$ cat src/rtl/spi_pkg.sv
// Shared definitions for the SPI slave controller.
//   state_t       : controller FSM states
//   CMD_*         : 2-bit command field found in rx_data[9:8]
//   SPI_DATA_W    : received frame width (command + payload)
//   SPI_TX_W      : read-data word width shifted out on MISO
package spi_pkg;

    localparam int SPI_DATA_W = 10;
    localparam int SPI_TX_W   = 8;

    typedef enum logic [2:0] {
        IDLE,
        CHK_CMD,
        WRITE,
        READ_ADD,
        READ_DATA
    } state_t;

    localparam logic [1:0] CMD_WR_ADDR = 2'b00;
    localparam logic [1:0] CMD_WR_DATA = 2'b01;
    localparam logic [1:0] CMD_RD_ADDR = 2'b10;
    localparam logic [1:0] CMD_RD_DATA = 2'b11;

endpackage

$ cat src/rtl/spi_tx_shifter.sv
// Parallel-load, MSB-first serializer for MISO read data.
//   clk, rst : system clock, synchronous active-high reset
//   load     : capture word; first bit appears on serial the following cycle
//   shift    : allows shifting while bits remain
//   clear    : synchronous flush of word, bit count and serial output
//   word     : parallel data to serialize
//   serial   : registered serial output, 0 whenever no bit is being presented
module spi_tx_shifter #(
    parameter int W = 8
) (
    input  logic         clk,
    input  logic         rst,
    input  logic         load,
    input  logic         shift,
    input  logic         clear,
    input  logic [W-1:0] word,
    output logic         serial
);

    localparam int CNT_W = $clog2(W + 1);

    logic [W-1:0]     sreg;
    logic [CNT_W-1:0] remaining;

    always_ff @(posedge clk) begin
        if (rst || clear) begin
            sreg      <= '0;
            remaining <= '0;
            serial    <= 1'b0;
        end else if (load) begin
            sreg      <= word;
            remaining <= CNT_W'(W);
            serial    <= 1'b0;
        end else if (shift && remaining != '0) begin
            serial    <= sreg[W-1];
            sreg      <= {sreg[W-2:0], 1'b0};
            remaining <= remaining - 1'b1;
        end else begin
            // Exhausted or not shifting: line idles low.
            serial    <= 1'b0;
        end
    end

endmodule

$ cat src/rtl/spi_slave_ctrl.sv
// SPI slave controller: receives 10-bit frames (2-bit command + 8-bit
// payload) on MOSI and returns an 8-bit read word on MISO. clk doubles as
// the SPI bit clock.
//   clk, rst  : clock, synchronous active-high reset
//   SS_n      : active-low slave select framing a transaction
//   MOSI      : serial input, MSB first
//   MISO      : serial read data, MSB first, 0 when idle
//   rx_data   : last received frame, [9:8] command, [7:0] payload
//   rx_valid  : one-cycle strobe for a newly received frame
//   tx_data   : read data from RAM
//   tx_valid  : strobe qualifying tx_data, honoured only in READ_DATA
module spi_slave_ctrl
    import spi_pkg::*;
#(
    parameter int DATA_W = SPI_DATA_W,
    parameter int TX_W   = SPI_TX_W
) (
    input  logic              clk,
    input  logic              rst,
    input  logic              SS_n,
    input  logic              MOSI,
    output logic              MISO,
    output logic [DATA_W-1:0] rx_data,
    output logic              rx_valid,
    input  logic [TX_W-1:0]   tx_data,
    input  logic              tx_valid
);

    localparam logic [3:0] LAST_BIT   = 4'(DATA_W - 1);
    localparam logic [3:0] FRAME_DONE = 4'(DATA_W);

    state_t            state;
    logic [DATA_W-2:0] shreg;
    logic [DATA_W-1:0] next_frame;
    logic [3:0]        bit_cnt;
    logic              rd_addr_seen;
    logic              tx_started;
    logic              tx_load;
    logic              tx_clear;
    logic              tx_shift;

    always_comb begin
        next_frame = {shreg, MOSI};
        tx_shift   = (state == READ_DATA);
        tx_clear   = (state != IDLE) && SS_n;
        // Only one load per transaction, and only once the frame is complete.
        tx_load    = (state == READ_DATA) && !SS_n && (bit_cnt == FRAME_DONE)
                     && !tx_started && tx_valid;
    end

    always_ff @(posedge clk) begin
        if (rst) begin
            state        <= IDLE;
            shreg        <= '0;
            bit_cnt      <= '0;
            rx_data      <= '0;
            rx_valid     <= 1'b0;
            rd_addr_seen <= 1'b0;
            tx_started   <= 1'b0;
        end else begin
            rx_valid <= 1'b0;

            if (rx_valid) begin
                if (rx_data[DATA_W-1 -: 2] == CMD_RD_ADDR) begin
                    rd_addr_seen <= 1'b1;
                end else if (rx_data[DATA_W-1 -: 2] == CMD_RD_DATA) begin
                    rd_addr_seen <= 1'b0;
                end
            end

            case (state)
                IDLE: begin
                    bit_cnt    <= '0;
                    tx_started <= 1'b0;
                    if (!SS_n) begin
                        state <= CHK_CMD;
                    end
                end

                CHK_CMD: begin
                    if (SS_n) begin
                        state   <= IDLE;
                        bit_cnt <= '0;
                    end else begin
                        shreg   <= next_frame[DATA_W-2:0];
                        bit_cnt <= 4'd1;
                        if (!MOSI) begin
                            state <= WRITE;
                        end else if (rd_addr_seen) begin
                            state <= READ_DATA;
                        end else begin
                            state <= READ_ADD;
                        end
                    end
                end

                WRITE, READ_ADD, READ_DATA: begin
                    // The final bit is captured even when SS_n rises with it.
                    if (bit_cnt < FRAME_DONE) begin
                        shreg   <= next_frame[DATA_W-2:0];
                        bit_cnt <= bit_cnt + 4'd1;
                        if (bit_cnt == LAST_BIT) begin
                            rx_data  <= next_frame;
                            rx_valid <= 1'b1;
                        end
                    end
                    if (tx_load) begin
                        tx_started <= 1'b1;
                    end
                    if (SS_n) begin
                        state      <= IDLE;
                        bit_cnt    <= '0;
                        tx_started <= 1'b0;
                    end
                end

                default: begin
                    state <= IDLE;
                end
            endcase
        end
    end

    spi_tx_shifter #(
        .W (TX_W)
    ) u_tx_shifter (
        .clk    (clk),
        .rst    (rst),
        .load   (tx_load),
        .shift  (tx_shift),
        .clear  (tx_clear),
        .word   (tx_data),
        .serial (MISO)
    );

endmodule
$ cat config.mk
export PLATFORM = sky130hd
export DESIGN_NAME = spi_slave_ctrl
export DESIGN_NICKNAME = d
export VERILOG_FILES = /design/src/rtl/spi_pkg.sv /design/src/rtl/spi_tx_shifter.sv /design/src/rtl/spi_slave_ctrl.sv
export SDC_FILE = /design/constraint.sdc
export NUM_CORES = 1
export LEC_CHECK = 0
export ABC_AREA = 1
export ABC_CLOCK_PERIOD_IN_PS = 2009
export CAP_MARGIN = 30
export CORE_MARGIN = 8
export CORE_UTILIZATION = 54
export CTS_CLUSTER_DIAMETER = 120
export DETAILED_ROUTE_END_ITERATION = 10
export PLACE_DENSITY = 0.78
export SLEW_MARGIN = 40
export SYNTH_ARGS = -nofsm -noshare
export SYNTH_HDL_FRONTEND = slang
export SYNTH_HIERARCHICAL = 1
export SYNTH_SLANG_ARGS = --single-unit
$ cat constraint.sdc
create_clock -name clk -period 2.01 [get_ports clk]
set_input_delay 0.3015 -clock clk [delete_from_list [all_inputs] [get_ports clk]]
set_output_delay 0.3015 -clock clk [all_outputs]
set_load 0.01 [all_outputs]
==> qor.csv, run 1 <==
stage,metric,value,unit
run_status,outcome,finished clean,
power_and_ir_drop,swShare,22.99,%
setup_path,worst_setup_path_start_kind,flop,
setup_path,worstPathCellList,"inv_1, ha_1, nand3_1, nor2_1, nand2_1, inv_1, inv_1, buf_4, nand2_1, inv_1, o21ai_0, a21oi_1",
setup_path,endpoint_kind,flop,
sta,hold_viol_final,0,
clock_tree,cts_resized,0,
layout,final_nets,315,
setup_path,arrival,2.03,ns
yosys,synth_area,1929,sq um
layout,area_delta_synth_final,18.55,%
sta,clock_skew,0.01847,ns
setup_path,r2r_setup_slack,0.28,ns
clock_tree,clk_latency,0.36,ns
sta,setup_violations,0,
clock_tree,numCtsBuffers,5,
drt,via_per_inst,5.041,
sta,finalCritPeriodShare,85.89,%
layout,drive_gt1_share,9.699,%
sta,grt_setup_unrepaired,false,
floorplan,ios,25,
clock_tree,h-tree-depth,2,
power_and_ir_drop,vdd_drop_max,565.9,uV
clock_tree,ctsRootBufferMaster,clkbuf_4,
power_and_ir_drop,p_total,1.509,mW
power_and_ir_drop,p_sw,0.3470,mW
sta,fmax,579.2,MHz
drt,drc,0,
yosys,ys_ff_latch,42,
floorplan,initial_core_util,56.92,%
drt,via_count,1739,
setup_path,critPathKind,flop to flop,
global_route,grt_remaining_overflow,0,
setup_path,reg2reg_depth,12,
setup_path,reg2reg_from,bit_cnt[0],
sta,tns,0,ns
power_and_ir_drop,powerDensity,659.8,nW/um^2
sta,period_needed,1.726,ns
layout,antennaDiodeCount,0,
floorplan,die_area,5742,sq um
floorplan,rows,21,
place,hpwl,2.905,mm
place,gp_congestion,0.9144,
setup_path,critPathMaxFanout,8,
clock_tree,cts_setup_buffers,0,
sta,relSlewSlack,73.13,%
min_path,min_from,u_tx_shifter/sreg[7],
min_path,holdPathStages,2,
clock_tree,clkTransAtPathRegs,0.13,ns
drt,firstDrtPassIters,4,
sta,worst_pin_slew,0.4031,ns
setup_path,cp.required,2.31,ns
power_and_ir_drop,pwr-share-comb,7.2,%
yosys,synthCells,269,
clock_tree,cts_tree,done,
clock_tree,cts-hold-fix-buffers,0,
sta,finalMaxSlewViolations,0,
global_route,antenna_found_initial,0,
place,io_buffers,24,
setup_path,slowest_stage,dfxtp_1,
setup_path,slowest_delay,0.35,ns
layout,fin_util,67.48,%
power_and_ir_drop,p_seq_share,57.4,%
clock_tree,cts.sinks,42,
global_route,grt_usage,15.17,%
power_and_ir_drop,cell_internal_pwr,1.162,mW
min_path,hp-class,flop to flop,
place,pre_cts_slack,0.1741,ns
yosys,yosysSeqAreaShare,43.58,%
drt,totalWireLength,3.944,mm
flow_run,max_cap_violations,0,
floorplan,die_h,75.78,um
setup_path,crit_top_cell,inv_1,
global_route,grt_max_degree,14,
global_route,grt_pass1_vias,1572,
power_and_ir_drop,leakage,1.009,nW
global_route,grt_pass1_wl,6.789,mm
clock_tree,clock_path_buffers,2,
power_and_ir_drop,clkPwrFrac,35.4,%
min_path,whs_endpoint,u_tx_shifter/serial,
yosys,syn_nets,286,
sta,setup_slack,0.2836,ns
yosys,ys_warn_count,6,
setup_path,worstReg2RegEnd,u_tx_shifter/remaining[1],
floorplan,die_width,75.78,um
drt,drt_iter0_markers,118,
drt,ant_nets,0,
drt,avgRoutedWirePerCell,11.43,um
yosys,netlist-cell-type-count,23,
floorplan,core_area,3390,sq um
yosys,syn_area_per_cell,7.172,sq um
==> cell usage in the layout, fill, tap and decap left out <==
cell             count
nor2_1              57
clkdlybuf4s50_1     24
or2_2                1
nand3_1             18
nand2_4              2
nand2_1             41
xor2_1               1
nor2_2               5
inv_1               29
a31oi_1              1
ha_1                 4
a311oi_1             1
clkinvlp_4           1
o21ai_0             20
nand2_2              4
a21boi_0             4
buf_4                6
nor2_4               2
dfxtp_1             42
clkbuf_1             1
o2111ai_1            1
a21oi_1             15
o21ai_1             11
clkbuf_4             5
inv_2                2
bufinv_16            1
==> per-stage QoR <==
| step | std cells | instance area (sq um) | hold WS [ns] |
|---|---|---|---|
| CTS | 345 | 2287 | 0.4502 |
| global route | 345 | 2287 | 0.4810 |
| finish | 345 | 2287 | 0.4473 |
| floorplan | 269 | 1929 | 0.3706 |
| detailed placement | 337 | 2208 | 0.4312 |
| global placement | 337 | 2208 | 0.4377 |
==> per-layer routing <==
layer / global-route usage, % / share of wire [%]
met1: 18.74 / 49
met2: 24.05 / 46
met3: 5.000 / 4.7
met4: 5.117 / 1.1
met5: 0 / 0
==> cells in the mapped netlist <==
library cell	n	area, sq um
a21boi_0	4	30.03
a21oi_1	15	75.07
a311oi_1	1	8.760
a31oi_1	1	6.260
buf_4	1	7.510
buf_6	4	45.04
clkbuf_1	3	11.26
dfxtp_1	42	840.8
ha_1	4	50.05
inv_1	29	108.9
inv_2	2	7.510
nand2_1	41	153.9
nand2_2	4	25.02
nand2_4	2	22.52
nand3_1	18	90.09
nor2_1	57	214.0
nor2_2	5	31.28
nor2_4	2	22.52
o2111ai_1	1	8.760
o21ai_0	20	100.1
o21ai_1	11	55.05
or2_2	1	6.260
xor2_1	1	8.760
==> worst max-delay path by stage <==
stage / from / cells after the start / to
floorplan: bit_cnt[0] / 13 / u_tx_shifter/sreg[4]
global placement: tx_valid / 11 / u_tx_shifter/remaining[1]
detailed placement: SS_n / 10 / u_tx_shifter/remaining[1]
CTS: bit_cnt[0] / 12 / u_tx_shifter/remaining[1]
global route: bit_cnt[1] / 11 / u_tx_shifter/sreg[5]
finish: bit_cnt[0] / 12 / u_tx_shifter/remaining[1]
==> cells by family (layout without fill, tap and decap cells) <==
kind of cell	after synthesis	after routing	synth area share (%)
fa+ha+maj	4	4	2.594
buf+inv	39	69	9.338
xor+xnor	1	1	0.4540
simple gates	130	130	29.31
flops	42	42	43.58
compound gates	53	53	14.72
==> power groups by stage <==
stage               Combinational (mW)  Clock (mW)  Sequential (mW)
detailed placement               0.109           0            0.883
finish                           0.109       0.535            0.866
global placement                 0.106           0            0.883
CTS                              0.109       0.551            0.865
global route                     0.124       0.589            0.868
floorplan                       0.0650           0            0.881
==> final cells by class <==
type | count | area [sq um]
Clock inverter | 2 | 37.54
Fill cell | 299 | 1102
Multi-Input combinational cell | 188 | 908.4
Timing Repair Buffer | 30 | 285.3
Tap cell | 46 | 57.56
Clock buffer | 6 | 41.29
Inverter | 31 | 116.4
Sequential cell | 42 | 840.8
==> state kept, by name (all words and copies together), names as in the netlist <==
name                    count
bit_cnt                     4
rd_addr_seen                1
rx_data                    10
rx_valid                    1
shreg                       9
state                       3
tx_started                  1
u_tx_shifter/remaining      4
u_tx_shifter/serial         1
u_tx_shifter/sreg           8
==> critical path: cells and delay by family (launching register included) <==
family          cells  cell delay, ns
compound gates      2            0.20
fa+ha+maj           1            0.20
buf+inv             5            0.64
flops               1            0.35
simple gates        4            0.28
No activity file was read; power rests on OpenSTA's default activity.
==> inputs of run 2 (changes only) <==
--- a/config.mk
+++ b/config.mk
@@ -16,5 +16,4 @@
 export SLEW_MARGIN = 40
 export SYNTH_ARGS = -nofsm -noshare
 export SYNTH_HDL_FRONTEND = slang
-export SYNTH_HIERARCHICAL = 1
 export SYNTH_SLANG_ARGS = --single-unit
==> qor.csv, run 2 <==
stage,metric,value,unit,change
clock_tree,cts_setup_buffers,0,,unchanged
yosys,ys_ff_latch,42,,unchanged
floorplan,die_h,75.87,um,was 75.78 um
yosys,yosys-top-cells-count,"nor2_1 (47), dfxtp_1 (42), nand2_1 (39)",,"was nor2_1 (57), dfxtp_1 (42), nand2_1 (41)"
setup_path,cp.required,1.71,ns,was 2.31 ns
drt,avgRoutedWirePerCell,11.20,um,was 11.43 um
drt,drt_iter0_markers,138,,was 118
yosys,synth-simple-area-share,32.64,%,was 29.31%
clock_tree,clkTransAtPathRegs,0.13,ns,about the same
floorplan,core_area,3390,sq um,unchanged
setup_path,cp.buffers_inverters,1,,was 5
sta,period_needed,1.618,ns,was 1.726 ns
clock_tree,clock_path_buffers,2,,unchanged
drt,via_per_inst,4.986,,was 5.041
power_and_ir_drop,powerDensity,708.9,nW/um^2,was 659.8 nW/um^2
place,hpwl,2.804,mm,was 2.905 mm
yosys,synthXorXnorAreaFrac,0,%,was 0.4540%
setup_path,critPathKind,flop to output port,,was flop to flop
floorplan,die_area,5756,sq um,was 5742 sq um
min_path,hp-class,flop to flop,,unchanged
yosys,synth_ff_type,dfxtp_1,,unchanged
sta,relSlewSlack,77.24,%,was 73.13%
drt,totalWireLength,3.876,mm,was 3.944 mm
yosys,ys_warn_count,0,,was 6
layout,final_common_cell,nor2_1,,unchanged
sta,tns,0,ns,unchanged
sta,hold_viol_final,0,,unchanged
global_route,top_usage_layer,met2,,unchanged
drt,ant_nets,0,,unchanged
clock_tree,ctsRootBufferMaster,clkbuf_4,,unchanged
place,gp_congestion,0.8930,,was 0.9144
power_and_ir_drop,leakage,1.118,nW,was 1.009 nW
layout,drive_gt1_share,12.00,%,was 9.699%
sta,finalCritPeriodShare,80.50,%,was 85.89%
clock_tree,numCtsBuffers,5,,unchanged
layout,area_delta_synth_final,19.26,%,was 18.55%
setup_path,endpoint_kind,output port,,was flop
yosys,synthMuxAreaShare,0,%,unchanged
clock_tree,cts-hold-fix-buffers,0,,unchanged
clock_tree,cts_resized,0,,unchanged
floorplan,rows,21,,unchanged
setup_path,slowest_delay,0.56,ns,was 0.35 ns
sta,worst_pin_slew,0.3391,ns,was 0.4031 ns
floorplan,initial_core_util,57.11,%,was 56.92%
clock_tree,cts_tree,done,,unchanged
clock_tree,clk_latency,0.35,ns,was 0.36 ns
layout,top_regs,"rx_data x10, shreg x9, u_tx_shifter.sreg x8",,"was rx_data x10, shreg x9, u_tx_shifter/sreg x8"
yosys,synth_area,1936,sq um,was 1929 sq um
global_route,grt_remaining_overflow,0,,unchanged
drt,via_count,1725,,was 1739
layout,final_nets,316,,was 315
yosys,synth_compound_area_share,10.80,%,was 14.72%
sta,clock_skew,0.01394,ns,was 0.01847 ns
sta,fmax,618.0,MHz,was 579.2 MHz
clock_tree,cts.sinks,42,,unchanged
floorplan,ios,25,,unchanged
yosys,yosys-top-cells-area,"dfxtp_1 (43%), nor2_1 (9.1%), nand3_1 (8.8%)",,"was dfxtp_1 (44%), nor2_1 (11%), nand2_1 (8.0%)"
setup_path,worstPathCellList,clkdlybuf4s50_1,,"was inv_1, ha_1, nand3_1, nor2_1, nand2_1, inv_1, inv_1, buf_4, nand2_1, inv_1, o21ai_0, a21oi_1"
floorplan,die_width,75.87,um,was 75.78 um
layout,regArea,840.8,sq um,unchanged
yosys,yosysTopAreaCell,dfxtp_1,,unchanged
global_route,grt_max_degree,21,,was 14
global_route,use_met1,16.14,%,was 18.74%
global_route,use_met2,25.57,%,was 24.05%
yosys,yosysSeqAreaShare,43.44,%,was 43.58%
yosys,yosys.area.top_type_share,43.44,%,was 43.58%
clock_tree,h-tree-depth,2,,unchanged
run_status,outcome,finished clean,,unchanged
yosys,synth-edff-count,0,,unchanged
yosys,yosysMostFrequentCell,nor2_1,,unchanged
global_route,grt_usage,14.61,%,was 15.17%
yosys,syn_nets,289,,was 286
global_route,grt_pass1_wl,6.624,mm,was 6.789 mm
yosys,netlist-cell-type-count,24,,was 23
drt,firstDrtPassIters,6,,was 4
setup_path,critPathMaxFanout,4,,was 8
yosys,synthArstFlopShare,0,%,unchanged
layout,final_cell_mix,"nor2_1 (47), dfxtp_1 (42), nand2_1 (39), nand3_1 (34), inv_1 (33)",,"was nor2_1 (57), dfxtp_1 (42), nand2_1 (41), inv_1 (29), clkdlybuf4s50_1 (24)"
flow_run,max_cap_violations,0,,unchanged
sta,grt_setup_unrepaired,false,,unchanged
layout,regMostFlops,rx_data,,unchanged
yosys,syn_area_per_cell,7.116,sq um,was 7.172 sq um
drt,drc,0,,unchanged
setup_path,worst_setup_path_start_kind,flop,,unchanged
yosys,synth_top_family_by_area,simple AND/OR/NAND/NOR gates,,unchanged
layout,largest_reg_flops,10,,unchanged
setup_path,slowest_stage,clkdlybuf4s50_1,,was dfxtp_1
global_route,antenna_found_initial,0,,unchanged
place,io_buffers,24,,unchanged
power_and_ir_drop,p_total,1.636,mW,was 1.509 mW
setup_path,arrival,1.32,ns,was 2.03 ns
yosys,yosys.area_share.adder,2.586,%,was 2.594%
setup_path,crit_family,buffers and inverters,,unchanged
yosys,synthCells,272,,was 269
global_route,grt_use_met3,4.211,%,was 5.000%
layout,antennaDiodeCount,0,,unchanged
power_and_ir_drop,vdd_drop_max,494.4,uV,was 565.9 uV
sta,setup_violations,0,,unchanged
sta,finalMaxSlewViolations,0,,unchanged
place,dpl.cell_count,338,,was 337
layout,multiInputGateArea,890.9,sq um,was 908.4 sq um
global_route,grt_pass1_vias,1592,,was 1572
layout,finalNonFillerCells,346,,was 345
layout,nFillCells,288,,was 299
-- run 2: changes by cell type after synthesis, sizes merged, moves of 2 or more --
cell    before  now
nand3       18   34
a21oi       15    8
nand2       47   44
nor2        64   59
o21ai       31   27
a21boi       4    0
nand4        0    2
inv         31   40
-- run 2: final timing paths --
| path | cells after the start | slack, ns | to | start |
|---|---|---|---|---|
| setup / recovery | 1 | 0.39 | rx_data[9] | rx_data[9] |
| hold / removal | 2 | 0.45 | u_tx_shifter.serial | u_tx_shifter.sreg[7] |
| setup reg to reg | 9 | 0.45 | u_tx_shifter.remaining[2] | bit_cnt[0] |
| hold reg to reg | 2 | 0.45 | u_tx_shifter.serial | u_tx_shifter.sreg[7] |
-- run 2: kinds of logic (layout without fill, tap and decap cells) --
group,Yosys count,after routing
simple gates,140,140
buf+inv,47,75
flops,42,42
compound gates,39,39
fa+ha+maj,4,4
-- run 2: final cells by class --
cell class | instances | share of cell area, %
sequential | 42 | 36.42
timing repair buffer | 27 | 11.38
inverter | 40 | 6.504
multi-input combinational | 183 | 38.59
clock buffer | 5 | 1.626
clock inverter | 3 | 2.981
tap | 46 | 2.493
-- run 2: stage by stage --
| step | hold WS (ns) | utilization [%] | area (sq um) | setup WS [ns] |
|---|---|---|---|---|
| 5_1_grt | 0.4687 | 68.11 | 2308 | 0.2944 |
| 3_5_place_dp | 0.4384 | 64.97 | 2202 | 0.2582 |
| 3_3_place_gp | 0.4351 | 64.97 | 2202 | 0.2930 |
| 6_report | 0.4528 | 68.11 | 2308 | 0.3919 |
| 4_1_cts | 0.4564 | 68.11 | 2308 | 0.3868 |
| 2_1_floorplan | 0.3706 | - | 1936 | 0.6719 |
-- run 2: per-layer routing --
layer | up-vias | routed length (um)
li1 | 921 | -
met1 | 764 | 1764
met2 | 35 | 1853
met3 | 5 | 216
met4 | 0 | 42
met5 | - | 0
-- run 2: where the power goes --
group          switching [mW]  total (mW)  leakage, nW  internal (mW)
combinational          0.0554      0.0980        0.722         0.0426
clock                   0.283       0.672       0.0554          0.389
sequential             0.0161       0.867        0.340          0.851
total                   0.354        1.64         1.12           1.28
